<file path="src/rtl/brightness_pkg.sv">
// -----------------------------------------------------------------------------
// brightness_pkg
// Shared definitions for the brightness pipeline (loader, PE array and
// result writer): default datapath widths and the result-writer FSM states.
// -----------------------------------------------------------------------------
package brightness_pkg;

    // Default datapath geometry
    localparam int RAM_ADDR_WIDTH_DEF = 6;   // 64-byte frame
    localparam int RAM_DATA_WIDTH_DEF = 8;   // one pixel per RAM word
    localparam int PE_DATA_WIDTH_DEF  = 16;  // one PE accumulator lane
    localparam int DEPTH_DEF          = 4;   // lanes per result vector

    // Result vectors buffered between the PE array and the RAM port
    localparam int RW_FIFO_ENTRIES    = 2;

    typedef enum logic [1:0] {
        IDLE    = 2'd0,
        WRITE   = 2'd1,
        DONE_ST = 2'd2
    } state_t;

endpackage : brightness_pkg

</file>
<file path="src/rtl/pixel_clamp.sv">
// -----------------------------------------------------------------------------
// pixel_clamp
// Combinational conversion of one PE result lane into one RAM pixel.
//
// Optional feature macro: SATURATE_EN
//   defined   : lane is signed; negatives give 0, values above the pixel
//               maximum give all-ones, everything else passes its low bits.
//   undefined : lane is truncated to its low RAM_DATA_WIDTH bits.
//
// Ports
//   lane_i [PE_DATA_WIDTH-1:0]  : PE result lane
//   pix_o  [RAM_DATA_WIDTH-1:0] : pixel value to write
// -----------------------------------------------------------------------------
module pixel_clamp
    import brightness_pkg::*;
#(
    parameter int PE_DATA_WIDTH  = PE_DATA_WIDTH_DEF,
    parameter int RAM_DATA_WIDTH = RAM_DATA_WIDTH_DEF
) (
    input  logic [PE_DATA_WIDTH-1:0]  lane_i,
    output logic [RAM_DATA_WIDTH-1:0] pix_o
);

`ifdef SATURATE_EN
    // Largest pixel value expressed in the lane's signed domain
    localparam logic signed [PE_DATA_WIDTH-1:0] PIX_MAX =
        PE_DATA_WIDTH'((1 << RAM_DATA_WIDTH) - 1);

    always_comb begin
        pix_o = lane_i[RAM_DATA_WIDTH-1:0];
        if (lane_i[PE_DATA_WIDTH-1]) begin
            pix_o = '0;
        end else if ($signed(lane_i) > PIX_MAX) begin
            pix_o = '1;
        end
    end
`else
    // Upper lane bits are intentionally discarded in truncation mode
    logic unused_hi;
    assign unused_hi = ^lane_i[PE_DATA_WIDTH-1:RAM_DATA_WIDTH];
    assign pix_o     = lane_i[RAM_DATA_WIDTH-1:0];
`endif

endmodule : pixel_clamp

</file>
<file path="src/rtl/result_writer.sv">
// -----------------------------------------------------------------------------
// result_writer
// Drains PE result vectors into a byte-wide frame RAM. After start, each
// accepted vector is written lane 0..DEPTH-1 at consecutive addresses from 0,
// one byte per cycle, until the last frame address is written; done then
// pulses for one cycle. A 2-entry vector FIFO absorbs bursts; a vector
// offered while the FIFO is full is dropped and flags overflow (sticky until
// the next start or reset).
//
// Optional feature macro: SATURATE_EN (see pixel_clamp) selects saturating
// instead of truncating lane-to-pixel conversion.
//
// Ports
//   clk          : clock, rising edge
//   reset        : asynchronous active-high reset
//   start        : begin a frame (honoured in IDLE only)
//   data_in      : result vector, lane i at [i*PE_DATA_WIDTH +: PE_DATA_WIDTH]
//   data_valid   : data_in valid this cycle
//   ready        : a vector can be accepted this cycle
//   ram_address  : registered write address
//   ram_wdata    : registered write data
//   ram_we       : registered write strobe
//   done         : one-cycle frame-complete pulse
//   overflow     : sticky dropped-vector flag
// -----------------------------------------------------------------------------
module result_writer
    import brightness_pkg::*;
#(
    parameter int RAM_ADDR_WIDTH = RAM_ADDR_WIDTH_DEF,
    parameter int RAM_DATA_WIDTH = RAM_DATA_WIDTH_DEF,
    parameter int PE_DATA_WIDTH  = PE_DATA_WIDTH_DEF,
    parameter int DEPTH          = DEPTH_DEF
) (
    input  logic                            clk,
    input  logic                            reset,
    input  logic                            start,
    input  logic [PE_DATA_WIDTH*DEPTH-1:0]  data_in,
    input  logic                            data_valid,
    output logic                            ready,
    output logic [RAM_ADDR_WIDTH-1:0]       ram_address,
    output logic [RAM_DATA_WIDTH-1:0]       ram_wdata,
    output logic                            ram_we,
    output logic                            done,
    output logic                            overflow
);

    localparam int LANE_W = (DEPTH > 1) ? $clog2(DEPTH) : 1;
    localparam logic [LANE_W-1:0]         LAST_LANE = LANE_W'(DEPTH - 1);
    localparam logic [RAM_ADDR_WIDTH-1:0] LAST_ADDR = '1;

    typedef logic [DEPTH-1:0][PE_DATA_WIDTH-1:0] vec_t;

    // ------------------------------------------------------------------
    // State
    // ------------------------------------------------------------------
    state_t                       state_q, state_d;
    logic [LANE_W-1:0]            lane_q, lane_d;
    logic [RAM_ADDR_WIDTH-1:0]    write_addr_q, write_addr_d;
    logic                         overflow_q, overflow_d;
    logic                         done_q, done_d;
    logic                         ram_we_q, ram_we_d;
    logic [RAM_ADDR_WIDTH-1:0]    ram_address_q, ram_address_d;
    logic [RAM_DATA_WIDTH-1:0]    ram_wdata_q, ram_wdata_d;

    vec_t [RW_FIFO_ENTRIES-1:0]   fifo_q;
    logic                         wr_ptr_q, rd_ptr_q;
    logic [1:0]                   count_q;

    // ------------------------------------------------------------------
    // Handshake and byte selection
    // ------------------------------------------------------------------
    vec_t                                   in_vec;
    vec_t                                   src_vec;
    logic [DEPTH-1:0][RAM_DATA_WIDTH-1:0]   lane_pix;
    logic                                   push, pop, wr_byte, last_lane, clear;

    assign in_vec    = data_in;
    assign ready     = (state_q == WRITE) && (count_q < 2'(RW_FIFO_ENTRIES));
    assign push      = data_valid && ready;

    // An empty FIFO forwards the incoming vector so lane 0 is written in the
    // same edge that captures it; the vector still enters the FIFO and the
    // remaining lanes are read back from the head entry.
    assign src_vec   = (count_q == 2'd0) ? in_vec : fifo_q[rd_ptr_q];
    assign wr_byte   = (state_q == WRITE) && ((count_q != 2'd0) || push);
    assign last_lane = (lane_q == LAST_LANE);
    assign pop       = wr_byte && last_lane;

    for (genvar g = 0; g < DEPTH; g++) begin : g_lane
        pixel_clamp #(
            .PE_DATA_WIDTH  (PE_DATA_WIDTH),
            .RAM_DATA_WIDTH (RAM_DATA_WIDTH)
        ) u_clamp (
            .lane_i (src_vec[g]),
            .pix_o  (lane_pix[g])
        );
    end

    // ------------------------------------------------------------------
    // FSM next state and registered RAM port
    // ------------------------------------------------------------------
    always_comb begin
        state_d       = state_q;
        lane_d        = lane_q;
        write_addr_d  = write_addr_q;
        overflow_d    = overflow_q;
        clear         = 1'b0;
        ram_we_d      = 1'b0;
        ram_address_d = ram_address_q;
        ram_wdata_d   = ram_wdata_q;

        case (state_q)
            IDLE: begin
                if (start) begin
                    state_d      = WRITE;
                    clear        = 1'b1;
                    lane_d       = '0;
                    write_addr_d = '0;
                    overflow_d   = 1'b0;
                end
            end

            WRITE: begin
                if (data_valid && !ready) begin
                    overflow_d = 1'b1;
                end
                if (wr_byte) begin
                    ram_we_d      = 1'b1;
                    ram_address_d = write_addr_q;
                    ram_wdata_d   = lane_pix[lane_q];
                    lane_d        = last_lane ? '0 : lane_q + 1'b1;
                    // Only the final byte wraps the counter, and the frame
                    // ends on that same edge.
                    write_addr_d  = write_addr_q + 1'b1;
                    if (write_addr_q == LAST_ADDR) begin
                        state_d = DONE_ST;
                    end
                end
            end

            DONE_ST: state_d = IDLE;

            default: state_d = IDLE;
        endcase
    end

    assign done_d = (state_d == DONE_ST);

    always_ff @(posedge clk or posedge reset) begin
        if (reset) begin
            state_q       <= IDLE;
            lane_q        <= '0;
            write_addr_q  <= '0;
            overflow_q    <= 1'b0;
            done_q        <= 1'b0;
            ram_we_q      <= 1'b0;
            ram_address_q <= '0;
            ram_wdata_q   <= '0;
        end else begin
            state_q       <= state_d;
            lane_q        <= lane_d;
            write_addr_q  <= write_addr_d;
            overflow_q    <= overflow_d;
            done_q        <= done_d;
            ram_we_q      <= ram_we_d;
            ram_address_q <= ram_address_d;
            ram_wdata_q   <= ram_wdata_d;
        end
    end

    // ------------------------------------------------------------------
    // Vector FIFO (push and pop in one cycle both take effect)
    // ------------------------------------------------------------------
    always_ff @(posedge clk or posedge reset) begin
        if (reset) begin
            fifo_q   <= '0;
            wr_ptr_q <= 1'b0;
            rd_ptr_q <= 1'b0;
            count_q  <= 2'd0;
        end else if (clear) begin
            wr_ptr_q <= 1'b0;
            rd_ptr_q <= 1'b0;
            count_q  <= 2'd0;
        end else begin
            if (push) begin
                fifo_q[wr_ptr_q] <= in_vec;
                wr_ptr_q         <= ~wr_ptr_q;
            end
            if (pop) begin
                rd_ptr_q <= ~rd_ptr_q;
            end
            count_q <= count_q + 2'(push) - 2'(pop);
        end
    end

    assign ram_we      = ram_we_q;
    assign ram_address = ram_address_q;
    assign ram_wdata   = ram_wdata_q;
    assign done        = done_q;
    assign overflow    = overflow_q;

endmodule : result_writer

</file>
<file path="config.mk">
export PLATFORM = sky130hd
export DESIGN_NAME = result_writer
export DESIGN_NICKNAME = d
export VERILOG_FILES = /design/src/rtl/brightness_pkg.sv /design/src/rtl/pixel_clamp.sv /design/src/rtl/result_writer.sv
export SDC_FILE = /design/constraint.sdc
export NUM_CORES = 1
export LEC_CHECK = 0
export BUFFER_PORTS_ARGS = -buffer_cell sky130_fd_sc_hd__buf_2
export CAP_MARGIN = 5
export CORE_MARGIN = 2
export CORE_UTILIZATION = 45
export DETAILED_ROUTE_END_ITERATION = 6
export PLACE_DENSITY_LB_ADDON = 0.15
export SLEW_MARGIN = 20
export SYNTH_ARGS = -nofsm -noshare
export SYNTH_HDL_FRONTEND = slang
export SYNTH_SLANG_ARGS = --single-unit
</file>
<file path="constraint.sdc">
create_clock -name clk -period 3.6 [get_ports clk]
set_input_delay 0.72 -clock clk [delete_from_list [all_inputs] [get_ports clk]]
set_output_delay 0.72 -clock clk [all_outputs]
set_load 0.01 [all_outputs]
</file>
==> results.json, run 1 <==
{
  "grt_overflow": 0,
  "p_sw_frac": 0.349,
  "max-clock-path-buffers": 2,
  "yosysTopAreaCellShare": 0.521,
  "routed_via_density": 5.34,
  "die_h_um": 105,
  "cp-start-kind": "flip-flop",
  "grtUsageTotal": 0.184,
  "ys_seq_area_frac": 0.521,
  "cts_tree": "yes",
  "wire_per_inst_um": 17.2,
  "grt_start_max_net_pins": 57,
  "crit_chain": "or2_1, nor2_2, a2111oi_0, o31ai_1",
  "status": "finished, final reports clean",
  "maxCapViolations": 0,
  "cts_buffers": 9,
  "cts_hold_buf": 0,
  "hp-class": "input pin to async pin",
  "finalHoldViolCount": 0,
  "grt_antenna_before_repair": 0,
  "yosysTopAreaCell": "dfrtp_1",
  "power_w": 0.00489,
  "area.growth.synth_to_final_pct": 14.0,
  "grt_pass1_wl_mm": 15.8,
  "row_count": 36,
  "cp_max_fo": 14,
  "power_frac_seq": 0.414,
  "period_minus_slack_ns": 2.32,
  "multi_input_area_mm2": 0.00202,
  "path_class": "flip-flop to flip-flop",
  "start_util": 0.464,
  "numPortBuffers": 53,
  "core_area_mm2": 0.00982,
  "via_count": 2918,
  "synth_cell_types": 36,
  "synth_top_flop_cell": "dfrtp_1",
  "wl_mm": 9.37,
  "maxSlewViolCount": 0,
  "syn-cell-area_mm2": 0.00456,
  "tightest_slew_ns": 0.777,
  "finalSetupTns_ns": 0,
  "ctsResizeCount": 0,
  "ant_nets": 0,
  "ff_latch_area_mm2": 0.00238,
  "die_width_um": 105,
  "crit_arrival_ns": 2.56,
  "dieArea_mm2": 0.0110,
  "power_frac_clock": 0.187,
  "yosys-top-cells-count": "dfrtp_1 (95), mux2_1 (68), nand2_1 (31)",
  "antenna_cells": 0,
  "drc_errors": 0,
  "fin_crit_sh": 0.646,
  "synth.most_common_cell": "dfrtp_1",
  "cts.htree.levels": 3,
  "layout.nets": 480,
  "cp-end-kind": "flip-flop",
  "worstPathRequired_ns": 3.83,
  "clock_latency_ns": 0.36,
  "stdcell_count": 546,
  "setup-violations-final": 0,
  "postCtsSetupBuffers": 0,
  "ctsRootBufferMaster": "clkbuf_8",
  "powerDensity_mw_per_mm2": 941,
  "synth_area_per_cell_um2": 12.8,
  "synth-edff-count": 0,
  "clkSinkCount": 95,
  "p_comb_frac": 0.399,
  "nFillCells": 910,
  "peakVddDrop_mv": 0.350,
  "p_int_w": 0.00319,
  "grt_pass1_vias": 3013,
  "p_switching_w": 0.00171,
  "clkTransAtPathRegs_ns": 0.10,
  "first_pass_iters": 4,
  "rr_worst_depth": 4,
  "ioPinCount": 86,
  "synth-async-reset-ratio": 1.00,
  "slew_headroom": 0.482,
  "r2r_slack_ns": 1.28,
  "clock_skew_ns": 0.0147,
  "cpMaxStageDelayCell": "dfrtp_1",
  "rsz0062_at_grt": "no",
  "synthTopCellsByArea": "dfrtp_1 (52%), mux2_1 (17%), mux2_4 (4.0%)",
  "netlist_instances": 356,
  "first_iter_violations": 101,
  "final_layout_size_suffix_gt1_frac": 0.254,
  "critPathMaxStageDelay_ns": 0.67,
  "dp_cells": 530,
  "hpwlAfterDp_mm": 6.45,
  "synth_warnings": 0,
  "place.gp.congestion": 0.800,
  "synth_nets": 428,
  "max_freq_mhz": 430,
  "ys_ff_latch": 95,
  "r2r-end": "ram_wdata[6]",
  "r2r-start": "count_q[1]",
  "leakage_nw": 2.33
}
## cells by family (layout without fill, tap and decap cells)
family          after synthesis  in the layout  share of synthesized area
compound gates               37             37                     0.0590
flops                        95             95                      0.521
mux                         104            104                      0.282
simple gates                 83             83                     0.0804
fa+ha+maj                     4              4                     0.0110
xor+xnor                      6              6                     0.0115
buf+inv                      27             84                     0.0348
## final cells by class
cell class / count / share of cell area
Timing Repair Buffer: 60 / 0.0635
Clock inverter: 7 / 0.0277
Inverter: 8 / 0.00602
Tap cell: 133 / 0.0320
Sequential cell: 95 / 0.458
Multi-Input combinational cell: 234 / 0.389
Clock buffer: 9 / 0.0238
## registers in the layout, summed over array words and instances, names as in the netlist
name          cells
fifo_q           64
ram_wdata         8
ram_address       6
write_addr_q      6
count_q           2
lane_q            2
state_q           2
done              1
overflow          1
ram_we            1
rd_ptr_q          1
wr_ptr_q          1
## worst max-delay path by stage
stage / start / to / slack [ns] / cells past startpoint
2_1_floorplan: reset / count_q[0] / 0.40 / 1
3_3_place_gp: data_valid / count_q[1] / 1.07 / 9
3_5_place_dp: data_valid / count_q[1] / 1.06 / 9
4_1_cts: count_q[1] / ram_wdata[6] / 1.22 / 4
5_1_grt: count_q[1] / ram_wdata[6] / 1.14 / 4
6_report: count_q[1] / ram_wdata[6] / 1.28 / 4
## cells in the final DEF, fill, tap and decap left out, types with 2 or more instances in the layout
| master | instances |
|---|---|
| dfrtp_1 | 94 |
| mux2_1 | 68 |
| buf_2 | 53 |
| nand2_1 | 31 |
| nor2_1 | 27 |
| mux2i_1 | 16 |
| mux2_4 | 12 |
| clkbuf_8 | 9 |
| mux4_2 | 8 |
| nor3_1 | 8 |
| a211oi_1 | 8 |
| a2111oi_0 | 8 |
| o31ai_1 | 8 |
| buf_4 | 6 |
| inv_1 | 4 |
| a21oi_1 | 4 |
| xor2_1 | 4 |
| ha_1 | 4 |
| bufinv_16 | 4 |
| or3_1 | 3 |
| nor2b_1 | 3 |
| inv_2 | 3 |
| o21ai_1 | 3 |
| nand3_1 | 3 |
| nor2_2 | 2 |
| nand4_1 | 2 |
| o21ai_0 | 2 |
| a22o_1 | 2 |
| xnor2_1 | 2 |
| clkinvlp_4 | 2 |
## layer usage
| metal | vias up | routed length (um) | global-route usage |
|---|---|---|---|
| met1 | 1479 | 4340 | 0.245 |
| met2 | 45 | 4580 | 0.304 |
| li1 | 1382 | - | - |
| met4 | 0 | 163 | 0.0638 |
| met5 | - | 0 | 0 |
| met3 | 12 | 282 | 0.0343 |
## through the flow
stage                     utilization  area (um2)  hold WS, ns  worst slack [ns]
after detailed placement        0.502        4930        0.459              1.06
after CTS                       0.529        5200        0.468              1.22
after global routing            0.529        5200        0.498              1.14
after global placement          0.502        4930        0.453              1.07
after floorplan                     -        4560        0.450             0.403
final                           0.529        5200        0.448              1.28
## power by group through the flow
stage / registers (W) / clock network, W / logic [W]
floorplan: 0.00188 / 0 / 0.00164
global placement: 0.00203 / 0 / 0.00195
detailed placement: 0.00205 / 0 / 0.00199
CTS: 0.00203 / 0.000937 / 0.00200
global route: 0.00211 / 0.000985 / 0.00217
finish: 0.00202 / 0.000914 / 0.00195
## critical path, delay by kind of cell (launching register included)
kind / cells / cell delay (ns)
DFF: 1 / 0.67
and+or+nand+nor: 2 / 0.75
AOI/OAI and AO/OA: 2 / 0.76
Power figures use the tool's default switching activity.
==> inputs of run 2 (changes only) <==
clock period = 2.2 ns   (was 3.6 ns; I/O delays follow)
==> results.json, run 2 (synthesized netlist as in run 1, its figures left out) <==
{
  "status": "finished, final reports clean",
  "cp-end-kind": "flip-flop",
  "hp-class": "input pin to async pin",
  "utilization": 0.536,
  "dieArea_mm2": 0.0110,
  "post_dp_cell_area_mm2": 0.00507,
  "r2r_slack_ns": 0.20,
  "maxSlewViolCount": 0,
  "maxCapViolations": 0,
  "area.growth.synth_to_final_pct": 15.4,
  "cp-start-kind": "flip-flop",
  "layout.nets": 491,
  "grt_pass1_vias": 3050,
  "ctsRootBufferMaster": "clkbuf_8",
  "leakage_nw": 2.37,
  "fin_crit_sh": 0.907,
  "wire_per_inst_um": 17.2,
  "via_count": 2975,
  "final_layout_size_suffix_gt1_frac": 0.274,
  "numPortBuffers": 53,
  "rr_worst_depth": 8,
  "row_count": 36,
  "final_area_mm2": 0.00527,
  "wl_mm": 9.60,
  "clock_latency_ns": 0.36,
  "r2r-start": "count_q[1]",
  "critPathMaxStageDelay_ns": 0.43,
  "clock_skew_ns": 0.00925,
  "clkTransAtPathRegs_ns": 0.09,
  "crit_chain": "or3_1, and3_1, ha_1, inv_1, ha_1, xor2_1, xnor2_1, nor2_1",
  "grt_start_max_net_pins": 37,
  "core_area_mm2": 0.00982,
  "cts_buffers": 9,
  "max_freq_mhz": 501,
  "first_pass_iters": 4,
  "place.gp.congestion": 0.731,
  "rsz0062_at_grt": "no",
  "ioPinCount": 86,
  "setup-violations-final": 0,
  "die_h_um": 105,
  "drc_errors": 0,
  "powerDensity_mw_per_mm2": 1510,
  "max-clock-path-buffers": 2,
  "grtUsageTotal": 0.185,
  "cpMostUsedCell": "ha_1",
  "cts_tree": "yes",
  "cp-startpoint": "count_q[1]",
  "finalHoldViolCount": 0,
  "routed_via_density": 5.34,
  "grt_antenna_before_repair": 0,
  "largest_reg_flops": 64,
  "cp_max_fo": 4,
  "final_common_cell": "dfrtp_1",
  "final_cell_mix": "dfrtp_1 (94), mux2_1 (68), buf_2 (53), nand2_1 (31), nor2_1 (27)",
  "hpwlAfterDp_mm": 6.61,
  "peakVddDrop_mv": 0.583,
  "ant_nets": 0,
  "finalSetupTns_ns": 0,
  "clkSinkCount": 95,
  "cpMaxStageDelayCell": "dfrtp_1",
  "power_w": 0.00794,
  "worstPathRequired_ns": 2.43,
  "r2r-end": "count_q[1]",
  "die_width_um": 105,
  "start_util": 0.464,
  "antenna_cells": 0,
  "crit_arrival_ns": 2.23,
  "cts_hold_buf": 0,
  "top_register": "fifo_q",
  "grt_overflow": 0,
  "grt_pass1_wl_mm": 15.9,
  "cts.htree.levels": 3,
  "slew_headroom": 0.582,
  "period_minus_slack_ns": 2.00,
  "first_iter_violations": 138,
  "tightest_slew_ns": 0.626,
  "path_class": "flip-flop to flip-flop"
}
## run 2: routing by layer
metal,up-vias,global-route usage,wire length [um]
met4,0,0.0657,121
met1,1499,0.250,4550
met3,14,0.0287,245
met5,-,0,0
met2,52,0.305,4690
li1,1410,-,-
## run 2: through the flow
stage	cells	setup slack, ns	hold WS, ns
finish	557	0.204	0.144
floorplan	356	0.143	0.450
CTS	557	0.0818	0.152
detailed placement	541	0.0473	0.458
global placement	541	0.0834	0.454
global route	557	0.0434	0.190
## run 2: area by class of cell
class	count	area, um2
fill	868	4550
clock inverter	6	60.1
inverter	8	33.8
clock buffer	10	138
timing repair buffer	71	463
sequential	95	2380
multi-input combinational	234	2030
tap	133	166
## run 2: worst max path at each step
stage	slack, ns	end	cells past startpoint
after global routing	0.04	ram_wdata[7]	6
after detailed placement	0.05	count_q[1]	9
after floorplan	0.14	count_q[1]	9
after global placement	0.08	count_q[1]	9
after CTS	0.08	ram_wdata[7]	6
final	0.20	count_q[1]	8
## run 2: what timing repair did
| item | in CTS | in global routing |
|---|---|---|
| setup endpoints to repair | 0 | 1 |
| gates resized for setup | 0 | 1 |
| setup buffers | 0 | 0 |
## run 2: worst max-delay path, delay by kind of cell, from the launching register on
kind	cells	cell delay, ns
xor+xnor	2	0.30
buf+inv	1	0.04
flops	1	0.43
fa+ha+maj	2	0.45
simple gates	3	0.65
## run 2: where the power goes
group / internal (W) / switching [W]
clock network: 0.000551 / 0.000621
logic: 0.00190 / 0.00176
registers: 0.00263 / 0.000479
total: 0.00508 / 0.00286
==> inputs of run 3 (changes only) <==
CORE_UTILIZATION = 60   (was 45)
REMOVE_ABC_BUFFERS = 1   (was unset)
clock period = 2.3 ns   (was 2.2 ns; I/O delays follow)
==> results.json, run 3 (synthesized netlist as in run 1, its figures left out) <==
{
  "final.setup.worst_slack_ns": 0.283,
  "p_int_w": 0.00483,
  "hpwlAfterDp_mm": 6.12,
  "largest_reg_flops": 64,
  "grt_pass1_vias": 3087,
  "leakage_nw": 2.35,
  "status": "finished, final reports clean",
  "nFillCells": 550,
  "setup-violations-final": 0,
  "ioPinCount": 86,
  "max_freq_mhz": 496,
  "first_pass_iters": 4,
  "clkTransAtPathRegs_ns": 0.09,
  "cts_buffers": 9,
  "p_comb_frac": 0.450,
  "hp-class": "input pin to async pin",
  "cp-end-kind": "flip-flop",
  "fin_crit_sh": 0.877,
  "dp_cells": 505,
  "ant_nets": 0,
  "critPathMaxStageDelay_ns": 0.46,
  "maxCapViolations": 0,
  "powerDensity_mw_per_mm2": 1440,
  "final_layout_size_suffix_gt1_frac": 0.268,
  "power_w": 0.00749,
  "power_frac_seq": 0.403,
  "via_count": 2981,
  "r2r-start": "count_q[1]",
  "cpMaxStageDelayCell": "a2111oi_0",
  "row_count": 31,
  "finalSetupTns_ns": 0,
  "crit_arrival_ns": 2.25,
  "period_minus_slack_ns": 2.02,
  "die_h_um": 91.2,
  "grt_pass1_wl_mm": 15.4,
  "rsz0062_at_grt": "no",
  "core_area_mm2": 0.00729,
  "final_cell_mix": "dfrtp_1 (94), mux2_1 (68), buf_2 (53), nand2_1 (31), nor2_1 (27)",
  "ctsRootBufferMaster": "clkbuf_8",
  "cp_max_fo": 12,
  "postCtsSetupBuffers": 0,
  "power_frac_clock": 0.147,
  "layout.nets": 489,
  "grt_start_max_net_pins": 53,
  "clock_latency_ns": 0.36,
  "grtUsageTotal": 0.239,
  "numPortBuffers": 53,
  "cpMostUsedCell": "buf_4",
  "start_util": 0.625,
  "maxSlewViolCount": 0,
  "peakVddDrop_mv": 0.710,
  "path_class": "flip-flop to flip-flop",
  "finalHoldViolCount": 0,
  "drc_errors": 0,
  "grt_overflow": 0,
  "cp-start-kind": "flip-flop",
  "cts_tree": "yes",
  "clock_skew_ns": 0.0105,
  "routed_via_density": 5.72,
  "wl_mm": 9.07,
  "dp_slack_ns": 0.135,
  "grt_antenna_before_repair": 1,
  "wire_per_inst_um": 17.4,
  "slew_headroom": 0.588,
  "p_sw_frac": 0.355,
  "ctsResizeCount": 0,
  "final_common_cell": "dfrtp_1",
  "crit_chain": "buf_4, or2_1, buf_4, a211oi_1, a2111oi_0, o31ai_1",
  "top_register": "fifo_q",
  "p_switching_w": 0.00266,
  "max-clock-path-buffers": 2,
  "worstPathRequired_ns": 2.54,
  "place.gp.congestion": 0.732,
  "cts_hold_buf": 0,
  "antenna_cells": 0,
  "tightest_slew_ns": 0.616,
  "first_iter_violations": 136,
  "cp-startpoint": "count_q[1]",
  "stdcell_count": 521,
  "dieArea_mm2": 0.00831,
  "clkSinkCount": 95,
  "area.growth.synth_to_final_pct": 13.9,
  "cts.htree.levels": 3,
  "die_width_um": 91.2
}
==> run 3: changes by cell type in the layout (fill, tap and decap cells not counted), sizes merged <==
cell / previous run / this run
clkbuf: 10 / 11
buf: 71 / 69
clkinv: 3 / 2
==> run 3: area by class of cell <==
type / count / area [um2] / share of cell area
clock buffers: 11 / 141 / 0.0272
clock inverters: 5 / 57.6 / 0.0111
inverters: 8 / 31.3 / 0.00602
multi-input cells: 234 / 2020 / 0.390
flip-flops and latches: 95 / 2380 / 0.458
well taps: 99 / 124 / 0.0239
repair buffers: 69 / 435 / 0.0839
==> run 3: through the flow <==
stage / instance area, um2 / utilization / hold slack (ns)
final: 5190 / 0.712 / 0.0950
after global routing: 5190 / 0.712 / 0.124
after CTS: 5190 / 0.712 / 0.101
after detailed placement: 4990 / 0.685 / 0.457
after global placement: 4990 / 0.685 / 0.452
after floorplan: 4430 / - / 0.450
==> run 3: path summary, 6_finish.rpt <==
kind / end / slack, ns / cells after the start
worst max-delay path: ram_wdata[3] / 0.28 / 6
max in group asynchronous: fifo_q[119] / 1.57 / 3
worst min-delay path: ram_wdata[2] / 0.1 / 2
min in group clk: fifo_q[115] / 0.33 / 2
worst max register to register: ram_wdata[3] / 0.28 / 6
worst min register to register: ram_address[3] / 0.47 / 2
==> run 3: power groups by stage <==
stage                     Clock (W)  Sequential, W  Combinational, W
after floorplan                   0        0.00311           0.00226
after global placement            0        0.00300           0.00327
after detailed placement          0        0.00306           0.00339
after CTS                   0.00112        0.00303           0.00342
after global routing        0.00119        0.00313           0.00373
final                       0.00110        0.00302           0.00337
==> run 3: routing by layer <==
layer	vias up	part of all wire	wire [um]	global-route usage
met2	52	0.50	4530	0.408
met1	1515	0.46	4130	0.314
met3	13	0.028	250	0.0349
li1	1401	-	-	-
met4	0	0.017	155	0.0821
met5	-	0	0	0
==> run 3: critical path, delay by kind of cell, from the launching register on <==
kind,cells,cell delay [ns]
buffers and inverters,2,0.51
DFF,1,0.41
AOI/OAI and AO/OA,3,0.68
and+or+nand+nor,1,0.29
